==> src/rtl/wav_rec_pkg.sv <==
// Shared types and helpers for the wave recorder.
// Contents: recorder state encoding, prescaler terminal-count helper,
// and the offset-binary midpoint used by the optional level trigger.
package wav_rec_pkg;

    typedef enum logic [1:0] {
        IDLE   = 2'd0,
        ARMED  = 2'd1,
        RECORD = 2'd2,
        DONE   = 2'd3
    } state_e;

    // Offset-binary zero level of the 8-bit stored sample
    localparam logic [7:0] MID = 8'h80;

    // Terminal count of the sample-rate prescaler (counts 0..result)
    function automatic int unsigned prescale(input int unsigned clk_hz,
                                             input int unsigned sample_hz);
        return (clk_hz / sample_hz) - 1;
    endfunction

endpackage

==> src/rtl/wav_rec_tick.sv <==
// Sample-rate prescaler for the wave recorder.
// Ports:
//   clk, rst_n : clock, asynchronous active-low reset
//   i_clr      : synchronous clear to 0 (has priority over i_en)
//   i_en       : count enable; counter holds while low
//   o_tick_c   : combinational, high in the cycle the count equals PRESCALE
module wav_rec_tick #(
    parameter int unsigned PRESCALE = 2999
) (
    input  logic clk,
    input  logic rst_n,
    input  logic i_clr,
    input  logic i_en,
    output logic o_tick_c
);

    localparam int unsigned CNT_W = (PRESCALE > 0) ? $clog2(PRESCALE + 1) : 1;
    localparam logic [CNT_W-1:0] TERM = CNT_W'(PRESCALE);

    logic [CNT_W-1:0] cnt_q, cnt_d;
    logic             at_term_c;

    assign at_term_c = (cnt_q == TERM);
    assign o_tick_c  = i_en & at_term_c;

    // Wrapping 0..PRESCALE counter
    always_comb begin
        cnt_d = cnt_q;
        if (i_clr) begin
            cnt_d = '0;
        end else if (i_en) begin
            cnt_d = at_term_c ? '0 : cnt_q + CNT_W'(1);
        end
    end

    always_ff @(posedge clk or negedge rst_n) begin
        if (!rst_n) begin
            cnt_q <= '0;
        end else begin
            cnt_q <= cnt_d;
        end
    end

endmodule

==> src/rtl/wav_recorder.sv <==
// Wave recorder: samples the 16-bit offset-binary audio mix at SAMPLE_HZ
// and writes the upper byte into the wave dual-port RAM write port.
// Optional macro WAV_REC_TRIGGER_EN adds an ARMED state that waits for the
// first sample deviating from midpoint by at least TRIG_LEVEL.
// Ports:
//   I_CLK, I_RSTn      : system clock, asynchronous active-low reset
//   I_START, I_STOP    : take control (STOP wins when both are high)
//   I_SAMPLE[15:0]     : audio input, midpoint 16'h8000
//   O_WR_EN/ADDR/DATA  : RAM write port, one strobe per sample
//   O_LENGTH           : samples written in the current/last take
//   O_BUSY             : high in ARMED or RECORD
//   O_FULL             : last take ended on buffer full
//   O_DONE             : one-cycle pulse on entering DONE
module wav_recorder
    import wav_rec_pkg::*;
#(
    parameter int unsigned ADDR_W     = 14,
    parameter int unsigned CLK_HZ     = 24000000,
    parameter int unsigned SAMPLE_HZ  = 8000,
    parameter int unsigned TRIG_LEVEL = 8
) (
    input  logic              I_CLK,
    input  logic              I_RSTn,
    input  logic              I_START,
    input  logic              I_STOP,
    input  logic [15:0]       I_SAMPLE,
    output logic              O_WR_EN,
    output logic [ADDR_W-1:0] O_WR_ADDR,
    output logic [7:0]        O_WR_DATA,
    output logic [ADDR_W:0]   O_LENGTH,
    output logic              O_BUSY,
    output logic              O_FULL,
    output logic              O_DONE
);

    localparam int unsigned       PRESCALE  = prescale(CLK_HZ, SAMPLE_HZ);
    localparam logic [ADDR_W-1:0] ADDR_LAST = {ADDR_W{1'b1}};

    state_e            state_q, state_d;
    logic [ADDR_W-1:0] addr_q, addr_d;
    logic [ADDR_W-1:0] wr_addr_q, wr_addr_d;
    logic [ADDR_W:0]   length_q, length_d;
    logic [7:0]        wr_data_q, wr_data_d;
    logic              wr_en_q, wr_en_d;
    logic              full_q, full_d;
    logic              done_q, done_d;
    logic              busy_q, busy_d;

    logic              tick_c;
    logic              presc_clr_c;
    logic              presc_en_c;
    logic              write_c;
    logic              accept_c;
    logic [7:0]        sample_hi_c;

    assign sample_hi_c = I_SAMPLE[15:8];
    assign accept_c    = I_START & ~I_STOP;
    assign presc_en_c  = (state_q == ARMED) || (state_q == RECORD);

`ifdef WAV_REC_TRIGGER_EN
    logic [7:0] dev_c;
    logic       trig_hit_c;
    logic       unused_c;

    // Distance of the stored byte from the offset-binary zero level
    assign dev_c      = (sample_hi_c >= MID) ? (sample_hi_c - MID) : (MID - sample_hi_c);
    assign trig_hit_c = (dev_c >= 8'(TRIG_LEVEL));
    assign unused_c   = ^I_SAMPLE[7:0];
`else
    logic unused_c;
    assign unused_c = ^{I_SAMPLE[7:0], 8'(TRIG_LEVEL), MID};
`endif

    wav_rec_tick #(
        .PRESCALE (PRESCALE)
    ) u_tick (
        .clk      (I_CLK),
        .rst_n    (I_RSTn),
        .i_clr    (presc_clr_c),
        .i_en     (presc_en_c),
        .o_tick_c (tick_c)
    );

    // State register
    always_ff @(posedge I_CLK or negedge I_RSTn) begin
        if (!I_RSTn) begin
            state_q <= IDLE;
        end else begin
            state_q <= state_d;
        end
    end

    // Next-state logic
    always_comb begin
        state_d = state_q;
        case (state_q)
            IDLE, DONE: begin
`ifdef WAV_REC_TRIGGER_EN
                if (accept_c) state_d = ARMED;
`else
                if (accept_c) state_d = RECORD;
`endif
            end
            ARMED: begin
`ifdef WAV_REC_TRIGGER_EN
                if (I_STOP) begin
                    state_d = DONE;
                end else if (tick_c && trig_hit_c) begin
                    state_d = RECORD;
                end
`else
                state_d = IDLE;
`endif
            end
            RECORD: begin
                // Last address written: the take ends with this sample
                if (I_STOP || (tick_c && (addr_q == ADDR_LAST))) begin
                    state_d = DONE;
                end
            end
        endcase
    end

    // Datapath / output next values
    always_comb begin
        addr_d      = addr_q;
        length_d    = length_q;
        full_d      = full_q;
        wr_addr_d   = wr_addr_q;
        wr_data_d   = wr_data_q;
        wr_en_d     = 1'b0;
        presc_clr_c = 1'b0;
        write_c     = 1'b0;

        case (state_q)
            IDLE, DONE: begin
                if (accept_c) begin
                    presc_clr_c = 1'b1;
                    addr_d      = '0;
                    length_d    = '0;
                    full_d      = 1'b0;
                end
            end
            ARMED: begin
`ifdef WAV_REC_TRIGGER_EN
                write_c = tick_c & trig_hit_c & ~I_STOP;
`else
                write_c = 1'b0;
`endif
            end
            RECORD: begin
                // A STOP on the tick still lets this sample complete
                write_c = tick_c;
            end
        endcase

        if (write_c) begin
            wr_en_d   = 1'b1;
            wr_addr_d = addr_q;
            wr_data_d = sample_hi_c;
            length_d  = length_q + (ADDR_W + 1)'(1);
            if (addr_q == ADDR_LAST) begin
                full_d = 1'b1;
            end else begin
                addr_d = addr_q + ADDR_W'(1);
            end
        end

        done_d = (state_d == DONE) && (state_q != DONE);
        busy_d = (state_d == ARMED) || (state_d == RECORD);
    end

    // Registered outputs and datapath
    always_ff @(posedge I_CLK or negedge I_RSTn) begin
        if (!I_RSTn) begin
            addr_q    <= '0;
            length_q  <= '0;
            full_q    <= 1'b0;
            wr_addr_q <= '0;
            wr_data_q <= '0;
            wr_en_q   <= 1'b0;
            done_q    <= 1'b0;
            busy_q    <= 1'b0;
        end else begin
            addr_q    <= addr_d;
            length_q  <= length_d;
            full_q    <= full_d;
            wr_addr_q <= wr_addr_d;
            wr_data_q <= wr_data_d;
            wr_en_q   <= wr_en_d;
            done_q    <= done_d;
            busy_q    <= busy_d;
        end
    end

    assign O_WR_EN   = wr_en_q;
    assign O_WR_ADDR = wr_addr_q;
    assign O_WR_DATA = wr_data_q;
    assign O_LENGTH  = length_q;
    assign O_BUSY    = busy_q;
    assign O_FULL    = full_q;
    assign O_DONE    = done_q;

endmodule

==> config.mk <==
export PLATFORM = sky130hd
export DESIGN_NAME = wav_recorder
export DESIGN_NICKNAME = d
export VERILOG_FILES = /design/src/rtl/wav_rec_pkg.sv /design/src/rtl/wav_rec_tick.sv /design/src/rtl/wav_recorder.sv
export SDC_FILE = /design/constraint.sdc
export NUM_CORES = 1
export LEC_CHECK = 0
export ABC_CLOCK_PERIOD_IN_PS = 3800
export BUFFER_PORTS_ARGS = -buffer_cell sky130_fd_sc_hd__buf_4
export CAP_MARGIN = 30
export CORE_ASPECT_RATIO = 0.8
export CORE_UTILIZATION = 45
export CTS_CLUSTER_DIAMETER = 100
export DETAILED_ROUTE_END_ITERATION = 16
export GPL_ROUTABILITY_DRIVEN = 0
export PLACE_DENSITY = 0.66
export REMOVE_ABC_BUFFERS = 1
export SLEW_MARGIN = 40
export SYNTH_ARGS = -nofsm -noshare
export SYNTH_HDL_FRONTEND = slang
export SYNTH_SLANG_ARGS = --single-unit
==> constraint.sdc <==
create_clock -name I_CLK -period 3.8 [get_ports I_CLK]
set_input_delay 0.38 -clock I_CLK [delete_from_list [all_inputs] [get_ports I_CLK]]
set_output_delay 0.38 -clock I_CLK [all_outputs]
set_load 0.005 [all_outputs]
==> impl_metrics.tcl <==
set metrics [dict create \
    status "finished, final reports clean" \
    r2r_start "state_q[0]$_DFF_PN0_" \
    final.setup_skew_ps 7.157 \
    async_reset_ff_share_pct 100.0 \
    cts-hold-fix-buffers 0 \
    hold_viol_final 0 \
    cts-root-buf "clkbuf_8" \
    die_x_um 100.6 \
    sw_frac_of_total_pct 33.42 \
    drive_gt1_share_pct 18.64 \
    ys_warn_count 0 \
    critPathMaxStageDelay_ps 680 \
    grtUsageTotal_pct 20.33 \
    period_share_pct 67.13 \
    p_int_w 0.001262 \
    peakVddDrop_mv 0.2829 \
    n_antenna_cell 0 \
    final_cells 518 \
    finalNetCount 435 \
    avgSynthCellArea_um2 9.618 \
    final_cell_area_mm2 0.004110 \
    max-clock-path-buffers 2 \
    cp_num_buf_inv 2 \
    setup_tns_ps 0 \
    die_h_um 80.89 \
    cap_violations 0 \
    end_kind "register" \
    die-area_mm2 0.008139 \
    crit_required_ps 4020 \
    viasPerCell 5.556 \
    rows 28 \
    critical_path.startpoint "state_q[0]$_DFF_PN0_" \
    startpoint_type "register" \
    finalPower_w 0.001895 \
    area_growth_pct 17.41 \
    place_hpwl_um 4934 \
    cts_inserted_buffers 9 \
    synthCells 364 \
    synth_area_mm2 0.003501 \
    first_iter_violations 204 \
    relSlewSlack_pct 47.01 \
    path_cells "inv_1 > ha_1 > nand2b_1 > nor4_4 > buf_4 > mux2i_1 > mux2i_1" \
    p_clk_share_pct 26.7 \
    pwr-share-comb_pct 24.3 \
    cp.arrival_ps 2770 \
    antenna_found_initial 0 \
    synth_area_leader_cell "dfrtp_1" \
    cp-endpoint "O_LENGTH[11]$_DFFE_PN0P_" \
    ys_ff_latch 69 \
    routedWlPerCell_um 14.41 \
    dp_slack_ps 1252 \
    grt_pass1_wl_um 12770 \
    setup_viol 0 \
    clock_sinks 69 \
    io_pins 61 \
    r2r_end "O_LENGTH[11]$_DFFE_PN0P_" \
    synth_top_family_by_area "simple AND/OR/NAND/NOR gates" \
    numPortBuffers 52 \
    muxShareOfSynthArea_pct 5.861 \
    ys_seq_area_share_pct 49.32 \
    powerDensity_mw_per_mm2 461.1 \
    path_clk_slew_ps 70 \
    core_mm2 0.007462 \
    synth_compound_area_share_pct 10.90 \
    vias 2878 \
    cp_top_family "simple AND/OR/NAND/NOR gates" \
    synth-simple-area-share_pct 26.48 \
    hold_path_class "in -> async" \
    cp_slowest_cell "nor4_4" \
    p_seq_share_pct 49.1 \
    cts_tree "built" \
    slew_viol_final 0 \
    power_switching_w 0.0006334 \
    routed_wl_um 7462 \
    synth_adder_area_share_pct 2.144 \
    post_cts_buffers 0 \
    cp_common_cell "mux2i_1" \
    critPathMaxFanout 12 \
    yosysTopAreaCellShare_pct 49.32 \
    nFillCells 691 \
    leakage_nw 1.977 \
    rsz0062_at_grt "no" \
    cts-resized-gates 0 \
    grt-ovfl-total 0 \
    start_util_pct 46.91 \
    dpl_cell_area_mm2 0.003951 \
    yosys-top-cells-area "dfrtp_1 (49%), nand2_1 (8.9%), mux2i_1 (4.6%)" \
    regToRegSetupSlack_ps 1250 \
    synth_cell_types 44 \
    setup_ws_ps 1249 \
    tightestPinTransition_ps 788.9 \
    synth_edf_count 0 \
    dp.cells 503 \
    first_pass_iters 4 \
    max_freq_mhz 392.0 \
    grt_pass1_vias 2637 \
    cts_htree_levels 3 \
    clk_latency_ps 340 \
    drc 0 \
    synth_xor_area_share_pct 1.751 \
    criticalPathCategory "reg -> reg" \
    cp.depth 7 \
    ant_nets 0 \
    ys.flop_type "dfrtp_1" \
    fin_crit_ps 2551 \
    r2r_cells 7 \
    grt_max_degree 70 \
]
synthesized netlist by cell type, types with 2 or more instances:
library cell,n
o21ai_0,13
buf_4,2
inv_1,5
or3_1,2
ha_1,6
and3_1,10
nand2_1,83
xnor2_1,6
nand4b_1,3
nor2_1,8
a31oi_1,9
dfrtp_1,69
nor3_1,4
a22o_1,7
a21oi_1,7
mux2_2,4
nand4_1,20
nand2b_1,5
o211ai_1,3
a211oi_1,2
and2_1,9
nor2b_1,2
clkbuf_1,13
o31ai_1,4
nand3_1,16
a41oi_1,2
a21o_1,4
mux2i_1,16
and4_1,8
buf_2,6
nor4_1,3
worst min-delay path by stage:
stage / start / to / slack [ps] / cells past startpoint
after floorplan: I_RSTn / O_BUSY$_DFF_PN0_ / 80 / 0
after global placement: O_WR_ADDR[13]$_DFFE_PN0P_ / O_WR_ADDR[13]$_DFFE_PN0P_ / 450 / 2
after detailed placement: I_RSTn / O_WR_ADDR[6]$_DFFE_PN0P_ / 440 / 1
after CTS: I_RSTn / O_WR_ADDR[6]$_DFFE_PN0P_ / 70 / 1
after global routing: I_RSTn / O_WR_ADDR[4]$_DFFE_PN0P_ / 90 / 1
final: I_RSTn / O_WR_ADDR[6]$_DFFE_PN0P_ / 40 / 1
cells by family after synthesis:
logic type      after synthesis
compound gates               56
fa+ha+maj                     6
xor+xnor                      7
simple gates                179
buf+inv                      27
flops                        69
mux                          20
through the flow:
stage | util [%] | hold WS (ps)
after floorplan | - | 84.41
after detailed placement | 52.95 | 441.8
after global placement | 52.90 | 450.2
after CTS | 55.08 | 74.94
after global routing | 55.08 | 87.49
final | 55.08 | 44.95
per-layer routing:
| layer | vias to the layer above | GRT usage (%) | part of all wire [%] |
|---|---|---|---|
| met2 | 75 | 30.75 | 45 |
| li1 | 1398 | - | - |
| met3 | 2 | 5.938 | 5.3 |
| met5 | - | 0 | 0 |
| met1 | 1403 | 28.92 | 50 |
| met4 | 0 | 4.638 | 0.20 |
cells in the final DEF, fill, tap and decap left out, types with 6 or more instances in the layout:
cell type | netlist | routed
nand2_1 | 83 | 83
dfrtp_1 | 69 | 69
buf_4 | 2 | 55
nand4_1 | 20 | 20
nand3_1 | 16 | 16
mux2i_1 | 16 | 16
o21ai_0 | 13 | 13
and3_1 | 10 | 10
clkbuf_8 | 0 | 10
and2_1 | 9 | 9
a31oi_1 | 9 | 9
and4_1 | 8 | 8
nor2_1 | 8 | 8
a22o_1 | 7 | 7
a21oi_1 | 7 | 7
xnor2_1 | 6 | 6
ha_1 | 6 | 6
area by class of cell:
cell class              count  area (um^2)  share of cell area (%)
well taps                 105        131.4                   3.196
clock buffers              13        148.9                   3.623
inverters                   5        18.77                  0.4566
repair buffers             56        424.2                   10.32
flip-flops and latches     69         1727                   42.01
clock inverters             2        10.01                  0.2435
multi-input cells         268         1650                   40.15
power groups by stage:
| stage | Combinational [W] | Sequential [W] | Clock [W] |
|---|---|---|---|
| after detailed placement | 0.000462 | 0.000937 | 0 |
| final | 0.000460 | 0.000930 | 0.000506 |
| after CTS | 0.000462 | 0.000926 | 0.000527 |
| after floorplan | 0.000318 | 0.000913 | 0 |
| after global placement | 0.000446 | 0.000936 | 0 |
| after global routing | 0.000511 | 0.000945 | 0.000555 |
sequential cells by signal, indices dropped and copies added (netlist names):
signal and count:
O_FULL 1, O_DONE 1, addr_q 14, O_WR_EN 1, O_BUSY 1, O_WR_ADDR 14
state_q 2, u_tick.cnt_q 12, O_LENGTH 15, O_WR_DATA 8
Note: power is estimated with default switching activity, not from simulation.
